### src/rtl/multicycle_controller_if.sv
// Control bundle between the multicycle controller and its datapath/memory.
// The controller takes the master side; the datapath observes through the slave side.
interface multicycle_controller_if #(
  parameter int CNT_W = 16
);
  logic [6:0]       opcode;
  logic             zero;
  logic             mem_ready;
  logic             PCWrite;
  logic             AdrSrc;
  logic             MemRead;
  logic             MemWrite;
  logic             IRWrite;
  logic [1:0]       ResultSrc;
  logic [1:0]       ALUSrcA;
  logic [1:0]       ALUSrcB;
  logic [1:0]       ALUOp;
  logic             RegWrite;
  logic             Branch;
  logic             illegal_op;
  logic             instr_done;
  logic [CNT_W-1:0] retired_cnt;
  logic [3:0]       state;

  modport master (
    input  opcode, zero, mem_ready,
    output PCWrite, AdrSrc, MemRead, MemWrite, IRWrite, ResultSrc, ALUSrcA,
           ALUSrcB, ALUOp, RegWrite, Branch, illegal_op, instr_done,
           retired_cnt, state
  );

  modport slave (
    output opcode, zero, mem_ready,
    input  PCWrite, AdrSrc, MemRead, MemWrite, IRWrite, ResultSrc, ALUSrcA,
           ALUSrcB, ALUOp, RegWrite, Branch, illegal_op, instr_done,
           retired_cnt, state
  );
endinterface

### src/rtl/multicycle_controller.sv
// Main control FSM of the multicycle RISC-V datapath: sequences each instruction,
// waits on memory, flags illegal opcodes and counts retired instructions.
module multicycle_controller #(
  parameter bit MEM_HANDSHAKE = 1'b1,
  parameter bit SUPPORT_JAL   = 1'b1,
  parameter int CNT_W         = 16
) (
  input  logic                    clk,
  input  logic                    rst_n,
  multicycle_controller_if.master io_bus
);
  localparam logic [6:0] OP_LOAD  = 7'b0000011;
  localparam logic [6:0] OP_STORE = 7'b0100011;
  localparam logic [6:0] OP_RTYPE = 7'b0110011;
  localparam logic [6:0] OP_ITYPE = 7'b0010011;
  localparam logic [6:0] OP_BEQ   = 7'b1100011;
  localparam logic [6:0] OP_JAL   = 7'b1101111;

  typedef enum logic [3:0] {
    S_FETCH    = 4'd0,
    S_DECODE   = 4'd1,
    S_MEMADR   = 4'd2,
    S_MEMREAD  = 4'd3,
    S_MEMWB    = 4'd4,
    S_MEMWRITE = 4'd5,
    S_EXECR    = 4'd6,
    S_EXECI    = 4'd7,
    S_ALUWB    = 4'd8,
    S_BEQ      = 4'd9,
    S_JAL      = 4'd10
  } state_t;

  state_t           r_state;
  state_t           w_next;
  logic [CNT_W-1:0] r_retired;

  logic       w_ready;
  logic       w_pc_update;
  logic       w_pcwrite;
  logic       w_adr_src;
  logic       w_mem_read;
  logic       w_mem_write;
  logic       w_ir_write;
  logic       w_reg_write;
  logic       w_branch;
  logic       w_illegal;
  logic       w_done;
  logic [1:0] w_result_src;
  logic [1:0] w_alu_src_a;
  logic [1:0] w_alu_src_b;
  logic [1:0] w_alu_op;

  assign w_ready = MEM_HANDSHAKE ? io_bus.mem_ready : 1'b1;

  always_ff @(posedge clk or negedge rst_n) begin
    if (!rst_n) begin
      r_state   <= S_FETCH;
      r_retired <= '0;
    end else begin
      r_state <= w_next;
      if (w_done) r_retired <= r_retired + CNT_W'(1);
    end
  end

  always_comb begin
    w_next       = S_FETCH;
    w_pc_update  = 1'b0;
    w_adr_src    = 1'b0;
    w_mem_read   = 1'b0;
    w_mem_write  = 1'b0;
    w_ir_write   = 1'b0;
    w_reg_write  = 1'b0;
    w_branch     = 1'b0;
    w_illegal    = 1'b0;
    w_done       = 1'b0;
    w_result_src = 2'b00;
    w_alu_src_a  = 2'b00;
    w_alu_src_b  = 2'b00;
    w_alu_op     = 2'b00;
    case (r_state)
      S_FETCH: begin
        w_mem_read   = 1'b1;
        w_alu_src_b  = 2'b10;
        w_result_src = 2'b10;
        w_ir_write   = w_ready;
        w_pc_update  = w_ready;
        if (w_ready) w_next = S_DECODE;
      end
      S_DECODE: begin
        w_alu_src_a = 2'b01;
        w_alu_src_b = 2'b01;
        case (io_bus.opcode)
          OP_LOAD, OP_STORE: w_next = S_MEMADR;
          OP_RTYPE:          w_next = S_EXECR;
          OP_ITYPE:          w_next = S_EXECI;
          OP_BEQ:            w_next = S_BEQ;
          OP_JAL: begin
            if (SUPPORT_JAL) w_next = S_JAL;
            else             w_illegal = 1'b1;
          end
          default:           w_illegal = 1'b1;
        endcase
      end
      S_MEMADR: begin
        w_alu_src_a = 2'b10;
        w_alu_src_b = 2'b01;
        // IR is stable here, so the opcode alone picks load versus store
        w_next      = (io_bus.opcode == OP_LOAD) ? S_MEMREAD : S_MEMWRITE;
      end
      S_MEMREAD: begin
        w_adr_src  = 1'b1;
        w_mem_read = 1'b1;
        w_next     = w_ready ? S_MEMWB : S_MEMREAD;
      end
      S_MEMWB: begin
        w_result_src = 2'b01;
        w_reg_write  = 1'b1;
        w_done       = 1'b1;
      end
      S_MEMWRITE: begin
        w_adr_src   = 1'b1;
        w_mem_write = 1'b1;
        w_done      = w_ready;
        w_next      = w_ready ? S_FETCH : S_MEMWRITE;
      end
      S_EXECR: begin
        w_alu_src_a = 2'b10;
        w_alu_op    = 2'b10;
        w_next      = S_ALUWB;
      end
      S_EXECI: begin
        w_alu_src_a = 2'b10;
        w_alu_src_b = 2'b01;
        w_alu_op    = 2'b10;
        w_next      = S_ALUWB;
      end
      S_ALUWB: begin
        w_reg_write = 1'b1;
        w_done      = 1'b1;
      end
      S_BEQ: begin
        w_alu_src_a = 2'b10;
        w_alu_op    = 2'b01;
        w_branch    = 1'b1;
        w_done      = 1'b1;
      end
      S_JAL: begin
        w_alu_src_a = 2'b01;
        w_alu_src_b = 2'b10;
        w_pc_update = 1'b1;
        w_next      = S_ALUWB;
      end
      default: w_next = S_FETCH;
    endcase
  end

  assign w_pcwrite = w_pc_update | (w_branch & io_bus.zero);

  // Every strobe is held low while reset is asserted, independent of state decode
  assign io_bus.PCWrite     = rst_n & w_pcwrite;
  assign io_bus.AdrSrc      = rst_n & w_adr_src;
  assign io_bus.MemRead     = rst_n & w_mem_read;
  assign io_bus.MemWrite    = rst_n & w_mem_write;
  assign io_bus.IRWrite     = rst_n & w_ir_write;
  assign io_bus.RegWrite    = rst_n & w_reg_write;
  assign io_bus.Branch      = rst_n & w_branch;
  assign io_bus.illegal_op  = rst_n & w_illegal;
  assign io_bus.instr_done  = rst_n & w_done;
  assign io_bus.ResultSrc   = rst_n ? w_result_src : 2'b00;
  assign io_bus.ALUSrcA     = rst_n ? w_alu_src_a  : 2'b00;
  assign io_bus.ALUSrcB     = rst_n ? w_alu_src_b  : 2'b00;
  assign io_bus.ALUOp       = rst_n ? w_alu_op     : 2'b00;
  assign io_bus.state       = r_state;
  assign io_bus.retired_cnt = r_retired;
endmodule

### src/flat_wrapper.sv
// flat-port wrapper written by rule: the top's interface ports become plain ports
module multicycle_controller_flat 
#(
  parameter bit MEM_HANDSHAKE = 1'b1,
  parameter bit SUPPORT_JAL   = 1'b1,
  parameter int CNT_W         = 16
)
  (clk, rst_n, io_bus_opcode, io_bus_zero, io_bus_mem_ready, io_bus_PCWrite, io_bus_AdrSrc, io_bus_MemRead, io_bus_MemWrite, io_bus_IRWrite, io_bus_ResultSrc, io_bus_ALUSrcA, io_bus_ALUSrcB, io_bus_ALUOp, io_bus_RegWrite, io_bus_Branch, io_bus_illegal_op, io_bus_instr_done, io_bus_retired_cnt, io_bus_state);
  multicycle_controller_if #(.CNT_W(CNT_W)) io_bus_i ();
  input  logic clk;
  input  logic rst_n;
  input wire logic [$bits(io_bus_i.opcode)-1:0] io_bus_opcode;
  input wire logic [$bits(io_bus_i.zero)-1:0] io_bus_zero;
  input wire logic [$bits(io_bus_i.mem_ready)-1:0] io_bus_mem_ready;
  output wire logic [$bits(io_bus_i.PCWrite)-1:0] io_bus_PCWrite;
  output wire logic [$bits(io_bus_i.AdrSrc)-1:0] io_bus_AdrSrc;
  output wire logic [$bits(io_bus_i.MemRead)-1:0] io_bus_MemRead;
  output wire logic [$bits(io_bus_i.MemWrite)-1:0] io_bus_MemWrite;
  output wire logic [$bits(io_bus_i.IRWrite)-1:0] io_bus_IRWrite;
  output wire logic [$bits(io_bus_i.ResultSrc)-1:0] io_bus_ResultSrc;
  output wire logic [$bits(io_bus_i.ALUSrcA)-1:0] io_bus_ALUSrcA;
  output wire logic [$bits(io_bus_i.ALUSrcB)-1:0] io_bus_ALUSrcB;
  output wire logic [$bits(io_bus_i.ALUOp)-1:0] io_bus_ALUOp;
  output wire logic [$bits(io_bus_i.RegWrite)-1:0] io_bus_RegWrite;
  output wire logic [$bits(io_bus_i.Branch)-1:0] io_bus_Branch;
  output wire logic [$bits(io_bus_i.illegal_op)-1:0] io_bus_illegal_op;
  output wire logic [$bits(io_bus_i.instr_done)-1:0] io_bus_instr_done;
  output wire logic [$bits(io_bus_i.retired_cnt)-1:0] io_bus_retired_cnt;
  output wire logic [$bits(io_bus_i.state)-1:0] io_bus_state;
  assign io_bus_i.opcode = io_bus_opcode;
  assign io_bus_i.zero = io_bus_zero;
  assign io_bus_i.mem_ready = io_bus_mem_ready;
  assign io_bus_PCWrite = io_bus_i.PCWrite;
  assign io_bus_AdrSrc = io_bus_i.AdrSrc;
  assign io_bus_MemRead = io_bus_i.MemRead;
  assign io_bus_MemWrite = io_bus_i.MemWrite;
  assign io_bus_IRWrite = io_bus_i.IRWrite;
  assign io_bus_ResultSrc = io_bus_i.ResultSrc;
  assign io_bus_ALUSrcA = io_bus_i.ALUSrcA;
  assign io_bus_ALUSrcB = io_bus_i.ALUSrcB;
  assign io_bus_ALUOp = io_bus_i.ALUOp;
  assign io_bus_RegWrite = io_bus_i.RegWrite;
  assign io_bus_Branch = io_bus_i.Branch;
  assign io_bus_illegal_op = io_bus_i.illegal_op;
  assign io_bus_instr_done = io_bus_i.instr_done;
  assign io_bus_retired_cnt = io_bus_i.retired_cnt;
  assign io_bus_state = io_bus_i.state;
  multicycle_controller #(.MEM_HANDSHAKE(MEM_HANDSHAKE), .SUPPORT_JAL(SUPPORT_JAL), .CNT_W(CNT_W)) u_core (.clk(clk), .rst_n(rst_n), .io_bus(io_bus_i));
endmodule
### config.mk
export PLATFORM = sky130hd
export DESIGN_NAME = multicycle_controller_flat
export DESIGN_NICKNAME = d
export VERILOG_FILES = /design/src/rtl/multicycle_controller_if.sv /design/src/rtl/multicycle_controller.sv /design/src/flat_wrapper.sv
export SDC_FILE = /design/constraint.sdc
export NUM_CORES = 1
export LEC_CHECK = 0
export ABC_AREA = 0
export BUFFER_PORTS_ARGS = -buffer_cell sky130_fd_sc_hd__buf_2
export CAP_MARGIN = 20
export CELL_PAD_IN_SITES_DETAIL_PLACEMENT = 1
export CELL_PAD_IN_SITES_GLOBAL_PLACEMENT = 2
export CORE_UTILIZATION = 28
export DETAILED_ROUTE_END_ITERATION = 10
export GPL_ROUTABILITY_DRIVEN = 0
export PLACE_DENSITY_LB_ADDON = 0.08
export REMOVE_ABC_BUFFERS = 1
export SLEW_MARGIN = 10
export SYNTH_ARGS = -nofsm -noshare
export SYNTH_HDL_FRONTEND = slang
export SYNTH_SLANG_ARGS = --single-unit
### constraint.sdc
create_clock -name clk -period 1.9 [get_ports clk]
set_input_delay 0.38 -clock clk [delete_from_list [all_inputs] [get_ports clk]]
set_output_delay 0.38 -clock clk [all_outputs]
set_load 0.05 [all_outputs]
==> results of run 1 <==
[cell type report]
type / instances / area, µm²
timing repair buffer: 76 / 546
fill: 528 / 2390
tap: 52 / 65.1
multi-input combinational: 121 / 946
inverter: 1 / 3.75
clock buffer: 4 / 55.1
sequential: 20 / 503
[routing by layer]
| metal | GRT usage | wire length (µm) | vias up |
|---|---|---|---|
| li1 | - | - | 684 |
| met1 | 0.202 | 1790 | 716 |
| met2 | 0.339 | 2350 | 42 |
| met3 | 0.0239 | 208 | 6 |
| met4 | 0.0392 | 55 | 0 |
| met5 | 0 | 0 | - |
[path summary, 6_finish.rpt]
kind	startpoint	endpoint	slack (ns)	cells past startpoint
max	u_core.io_bus.state[0]	io_bus_ALUSrcA[1]	-0.007	5
min	rst_n	u_core.io_bus.retired_cnt[0]	0.21	2
min in group clk	io_bus_opcode[4]	u_core.io_bus.state[1]	0.38	2
max in group asynchronous	rst_n	u_core.io_bus.state[2]	1.01	2
min reg2reg	u_core.io_bus.retired_cnt[15]	u_core.io_bus.retired_cnt[15]	0.48	1
max reg2reg	u_core.io_bus.state[0]	u_core.io_bus.retired_cnt[4]	0.26	5
[logic make-up after synthesis]
family / count (synthesis) / share of synthesized area
xor+xnor: 18 / 0.116
flops: 20 / 0.368
mux: 1 / 0.00829
simple gates: 81 / 0.371
compound gates: 20 / 0.0939
buf+inv: 10 / 0.0331
fa+ha+maj: 1 / 0.00921
[Yosys cell counts]
| cell type | count | area share |
|---|---|---|
| clkbuf_1 | 3 | 0.0083 |
| a21oi_1 | 7 | 0.026 |
| nand2_1 | 15 | 0.041 |
| and2_1 | 4 | 0.018 |
| nand3b_1 | 3 | 0.017 |
| a32o_1 | 2 | 0.015 |
| o311ai_0 | 1 | 0.0064 |
| nor3b_1 | 5 | 0.028 |
| ha_1 | 1 | 0.0092 |
| nand3_1 | 6 | 0.022 |
| and4b_1 | 1 | 0.0074 |
| nor4_4 | 1 | 0.016 |
| nor4_1 | 4 | 0.018 |
| nor4_2 | 3 | 0.028 |
| nand4_2 | 1 | 0.0092 |
| xnor2_1 | 6 | 0.039 |
| and3_1 | 2 | 0.0092 |
| dfrtp_1 | 20 | 0.37 |
| xor2_1 | 12 | 0.077 |
| a211o_1 | 1 | 0.0064 |
| and3b_1 | 2 | 0.013 |
| nand2b_1 | 5 | 0.023 |
| nor3_1 | 8 | 0.029 |
| and4_1 | 1 | 0.0064 |
| buf_2 | 3 | 0.011 |
| o21a_1 | 2 | 0.011 |
| nor4bb_1 | 1 | 0.0074 |
| nor4b_1 | 1 | 0.0064 |
| inv_1 | 1 | 0.0028 |
| buf_1 | 2 | 0.0055 |
| a31oi_1 | 1 | 0.0046 |
| o31ai_1 | 1 | 0.0055 |
| mux2_2 | 1 | 0.0083 |
| o22ai_1 | 1 | 0.0046 |
| or3_4 | 1 | 0.0083 |
| o21ai_0 | 4 | 0.015 |
| nand4_1 | 2 | 0.0092 |
| nor2b_1 | 7 | 0.032 |
| nor2_1 | 8 | 0.022 |
| buf_4 | 1 | 0.0055 |
[what timing repair did]
action / in CTS / in global routing
buffers inserted: 5 / 6
endpoints found under the hold margin: 4 / 0
setup endpoints to repair: 13 / 14
pin swaps: 2 / 9
hold buffers: 1 / 0
gates resized for setup: 27 / 34
[sequential cells by signal, summed over array words and instances (netlist names)]
name	count
u_core.io_bus.retired_cnt	16
u_core.io_bus.state	4
[through the flow]
step,setup TNS (ns),setup WS [ns],util,std cells,hold WS [ns]
6_report,-0.00874,-0.00693,0.470,274,0.213
2_1_floorplan,-10.36,-1.22,-,142,0.0844
5_1_grt,-0.408,-0.0869,0.470,274,0.234
4_1_cts,-0.113,-0.0376,0.429,268,0.205
3_5_place_dp,0,0.0499,0.388,258,0.246
3_3_place_gp,0,0.0980,0.388,258,0.248
[report_power, final]
group	total (mW)	switching (mW)	leakage (nW)	internal [mW]
sequential	0.518	0.0551	0.228	0.463
clock	0.323	0.139	0.0288	0.184
combinational	0.526	0.345	0.661	0.181
==> flow_summary_export.csv, run 1 <==
group,metric,value,unit
global_route,grt_remaining_overflow,0,
drt,drtIter0Drc,64,
worst_setup_path,crit_path_max_incr_delay,0.47,ns
floorplan,start_util,0.302,
global_route,grt_pass1_vias,1513,
worst_setup_path,cp.required,1.52,ns
worst_setup_path,end_kind,"output port",
pwr,peakVddDrop,0.306,mV
drt,routed_wl,4400,µm
worst_setup_path,critPathTopFamily,"flip-flops",
floorplan,io_pins,48,
job,drv_cap,0,
cts,clk_latency,0.25,ns
logic_synthesis,synthCells,151,
logic_synthesis,yosysWarnings,0,
cts,numCtsBuffers,3,
logic_synthesis,syn_avg_cell_area,9.00,µm²
cts,ctsLongestPathBuffers,2,
floorplan,die_h,71.7,µm
pwr,design_power_total,1.37,mW
final_layout,post-route-cell-area,0.00212,mm²
worst_setup_path,crit_chain,"nor2b_2 -> buf_4 -> nor3b_2 -> o21a_1 -> buf_6",
worst_setup_path,crit_type,"flop to output port",
sta,fmax,0.524,GHz
drt,drc_errors,0,
sta,maxSlewViolCount,0,
drt,wl_per_cell,16.1,µm
global_route,antenna_found_initial,0,
worst_setup_path,critical_path_buf_inv_count,2,
logic_synthesis,seq_area_frac_synth,0.368,
sta,final-setup-viol-count,2,
worst_setup_path,worstPathMaxFanout,6,
final_layout,final_common_cell,"buf_2",
cts,cts_tree,"done",
drt,route.vias.total,1448,
pwr,p_per_area,645,mW/mm²
drt,dr.pass1.iters,4,
sta,finalCriticalPeriod,1.91,ns
sta,hold_viol,0,
global_route,grt_pass1_wl,7130,µm
cts,clockRootBuffer,"clkbuf_8",
sta,finClkSkew,0.00607,ns
status,violations,"negative setup slack",
placed_design,port_buffers,47,
logic_synthesis,synth_seq_cells,20,
sta,slew_headroom,0.709,
floorplan,die_w,71.7,µm
worst_setup_path,cp-start-kind,"flop",
cts,h-tree-depth,1,
hold_path,hold_class,"input pin to asynchronous set/reset pin",
final_layout,area_delta_synth_final,55.9,%
cts,path_clk_slew,0.08,ns
sta,tightest_slew,0.431,ns
final_layout,drive_gt1_frac,0.505,
global_route,grt_max_degree,18,
cts,cts_sinks,20,
final_layout,final_cell_mix,"34 x buf_2, 27 x buf_4, 18 x dfrtp_1, 14 x nand2_1, 12 x xor2_1",
drt,ant_nets,0,
logic_synthesis,syn_area,0.00136,mm²
worst_setup_path,crit_arrival,1.53,ns
worst_setup_path,critical_path.slowest_cell,"dfrtp_2",
sta,fin_ws,-0.00693,ns
floorplan,dieArea,0.00514,mm²
placed_design,dpl.hpwl,3170,µm
placed_design,dpl_cell_area,0.00175,mm²
drt,vias_per_cell,5.28,
pwr,p_leak,0.917,nW
final_layout,num-nets-final,235,
status,status,"finished with violations",
sta,rsz0062_at_grt,"yes",
global_route,grt_util_all_layers,0.175,
floorplan,placementRows,24,
logic_synthesis,ys_types,40,
final_layout,num_antenna_cells,0,
sta,fin_crit_sh,1.00,
floorplan,design.core.area,0.00450,mm²
Note: power is estimated with default switching activity, not from simulation.
==> run 2: changes to the inputs <==
ABC_AREA = 1   (was 0)
CORE_UTILIZATION = 26   (was 28)
==> flow_summary_export.csv, run 2 <==
group,metric,value,unit
final_layout,regArea,503,µm²
worst_setup_path,rr_worst_depth,9,
logic_synthesis,synth_common_cells,"83 x nand2_1, 37 x inv_1, 33 x nor2_1",
hold_path,hold_class,"input pin to asynchronous set/reset pin",
logic_synthesis,synthCells,241,
floorplan,die_h,79.4,µm
drt,routed_wl,4940,µm
final_layout,final_util,0.383,
worst_setup_path,rrSetupSlack,0.24,ns
logic_synthesis,synthArstFlopShare,1.00,
drt,dr.pass1.iters,4,
pwr,switching_share,0.426,
drt,route.vias.total,1698,
cts,cts_tree,"done",
floorplan,start_util,0.276,
floorplan,placementRows,27,
worst_setup_path,worstPathMaxFanout,4,
final_layout,final_cell_mix,"80 x nand2_1, 33 x inv_1, 31 x buf_2, 26 x nor2_1, 23 x buf_4",
final_layout,num_antenna_cells,0,
global_route,grt_util_all_layers,0.171,
global_route,grt_use_met1,0.197,
cts,cts_sinks,20,
final_layout,largest_reg_flops,16,
worst_setup_path,cp-start-kind,"flop",
global_route,global_route.usage.met2,0.321,
sta,finalCriticalPeriod,1.93,ns
placed_design,port_buffers,47,
logic_synthesis,syn_area,0.00156,mm²
global_route,gr-max-usage-layer,"met2",
floorplan,dieArea,0.00631,mm²
drt,wl_per_cell,13.1,µm
logic_synthesis,yosysMostFrequentCell,"nand2_1",
final_layout,num-nets-final,319,
global_route,use_met3,0.0194,
floorplan,design.core.area,0.00564,mm²
status,violations,"negative setup slack",
placed_design,place_ws,0.109,ns
logic_synthesis,yosys.area.top_type,"dfrtp_1",
sta,maxSlewViolCount,0,
logic_synthesis,ys_types,27,
sta,fmax,0.519,GHz
cts,numCtsBuffers,3,
status,status,"finished with violations",
global_route,grt_remaining_overflow,0,
worst_setup_path,end_kind,"output port",
floorplan,die_w,79.4,µm
logic_synthesis,yosysTopAreaCellShare,0.321,
sta,hold_viol,0,
pwr,p_int,729,µW
sta,fin_crit_sh,1.01,
sta,final-setup-viol-count,2,
drt,ant_nets,0,
sta,finClkSkew,0.00181,ns
logic_synthesis,synth_area_leaders,"dfrtp_1 32%, nand2_1 20%, inv_1 8.9%",
floorplan,io_pins,48,
cts,hold_buffers,0,
drt,drc_errors,0,
drt,vias_per_cell,4.50,
final_layout,area_delta_synth_final,38.6,%
sta,tightest_slew,0.366,ns
worst_setup_path,crit_type,"flop to output port",
pwr,p_switching,540,µW
global_route,grt_pass1_vias,1738,
final_layout,drive_gt1_frac,0.344,
final_layout,multi_input_area,926,µm²
sta,fin_tns_setup,-0.0335,ns
drt,drtIter0Drc,69,
logic_synthesis,yosysWarnings,0,
logic_synthesis,syn_avg_cell_area,6.46,µm²
cts,clk_latency,0.26,ns
cts,clockRootBuffer,"clkbuf_8",
worst_setup_path,cp.required,1.52,ns
final_layout,final_common_cell,"nand2_1",
pwr,clock_power_share,0.225,
pwr,p_leak,1.11,nW
logic_synthesis,synth_edf_count,0,
sta,timing.hold.ws,0.102,ns
cts,ctsLongestPathBuffers,2,
worst_setup_path,worstReg2RegStart,"u_core.io_bus.state[2]",
pwr,peakVddDrop,0.273,mV
worst_setup_path,crit_arrival,1.55,ns
global_route,grt_pass1_wl,8270,µm
worst_setup_path,critPathLaunch,"u_core.io_bus.state[2]",
logic_synthesis,ys.flop_type,"dfrtp_1",
placed_design,dpl.hpwl,3860,µm
logic_synthesis,seq_area_frac_synth,0.321,
pwr,p_per_area,588,mW/mm²
job,drv_cap,0,
cts,path_clk_slew,0.08,ns
final_layout,n_fill_cell,771,
pwr,p_comb_frac,0.363,
global_route,antenna_found_initial,0,
sta,slew_headroom,0.756,
global_route,grt_max_degree,28,
cts,h-tree-depth,1,
pwr,design_power_total,1.27,mW
sta,fin_ws,-0.0276,ns
pwr,p_seq_frac,0.412,
sta,rsz0062_at_grt,"yes",
logic_synthesis,synth_seq_cells,20,
==> run 2: changes by cell type in the layout (fill, tap and decap cells not counted), sizes merged, moves of 7 or more <==
| cell | change |
|---|---|
| buf | -9 |
| inv | +38 |
| nand2 | +71 |
| nand3 | +14 |
| nand4 | +11 |
| nor2 | +28 |
| nor2b | -7 |
| nor4 | -8 |
| o21ai | +7 |
| xor2 | -9 |
==> run 2: path summary, 6_finish.rpt <==
path	to
max	io_bus_PCWrite
max in group asynchronous	u_core.io_bus.state[2]
min	u_core.io_bus.state[0]
min reg2reg	u_core.io_bus.retired_cnt[7]
max reg2reg	u_core.io_bus.retired_cnt[5]
min in group clk	u_core.io_bus.state[2]
==> run 2: metal layers <==
layer / wire length (µm) / share of wire
met5: 0 / 0
met4: 93 / 0.019
met3: 150 / 0.030
met2: 2530 / 0.51
met1: 2160 / 0.44
==> run 2: metrics by stage <==
step                      instance area, µm²  instances
after floorplan                         1520        237
after global placement                  1930        367
after detailed placement                1930        367
after CTS                               2060        374
after global routing                    2160        377
final                                   2160        377
==> run 2: what timing repair did <==
action | in CTS | in global routing
buffers inserted | 4 | 3
setup endpoints to repair | 12 | 16
gates resized for setup | 25 | 28
pin swaps | 6 | 6
==> run 2: final cells by class <==
class | count | area share
Multi-Input combinational cell | 178 | 0.429
Clock buffer | 3 | 0.0191
Sequential cell | 20 | 0.233
Inverter | 39 | 0.0678
Timing Repair Buffer | 65 | 0.209
Tap cell | 72 | 0.0417
==> run 2: critical path, stage by stage (launching register included) <==
cell,delay [ns]
dfrtp_2,0.44
nor2_2,0.12
inv_2,0.07
nor2_2,0.16
nand2_2,0.08
a31oi_1,0.18
buf_4,0.22
==> run 2: cell families after synthesis <==
| kind of cell | Yosys count | synth area share |
|---|---|---|
| buffers and inverters | 43 | 0.118 |
| AO/OA/AOI/OAI | 16 | 0.0683 |
| AND/OR/NAND/NOR | 158 | 0.467 |
| flip-flops | 20 | 0.321 |
| XOR/XNOR | 3 | 0.0169 |
| adder cells (fa/ha/maj) | 1 | 0.00803 |
==> run 2: power groups by stage <==
stage	Sequential (mW)	Clock (mW)	Combinational [mW]
finish	0.523	0.286	0.460
global route	0.535	0.316	0.499
CTS	0.524	0.303	0.450
detailed placement	0.531	0	0.433
global placement	0.530	0	0.434
floorplan	0.640	0	0.186
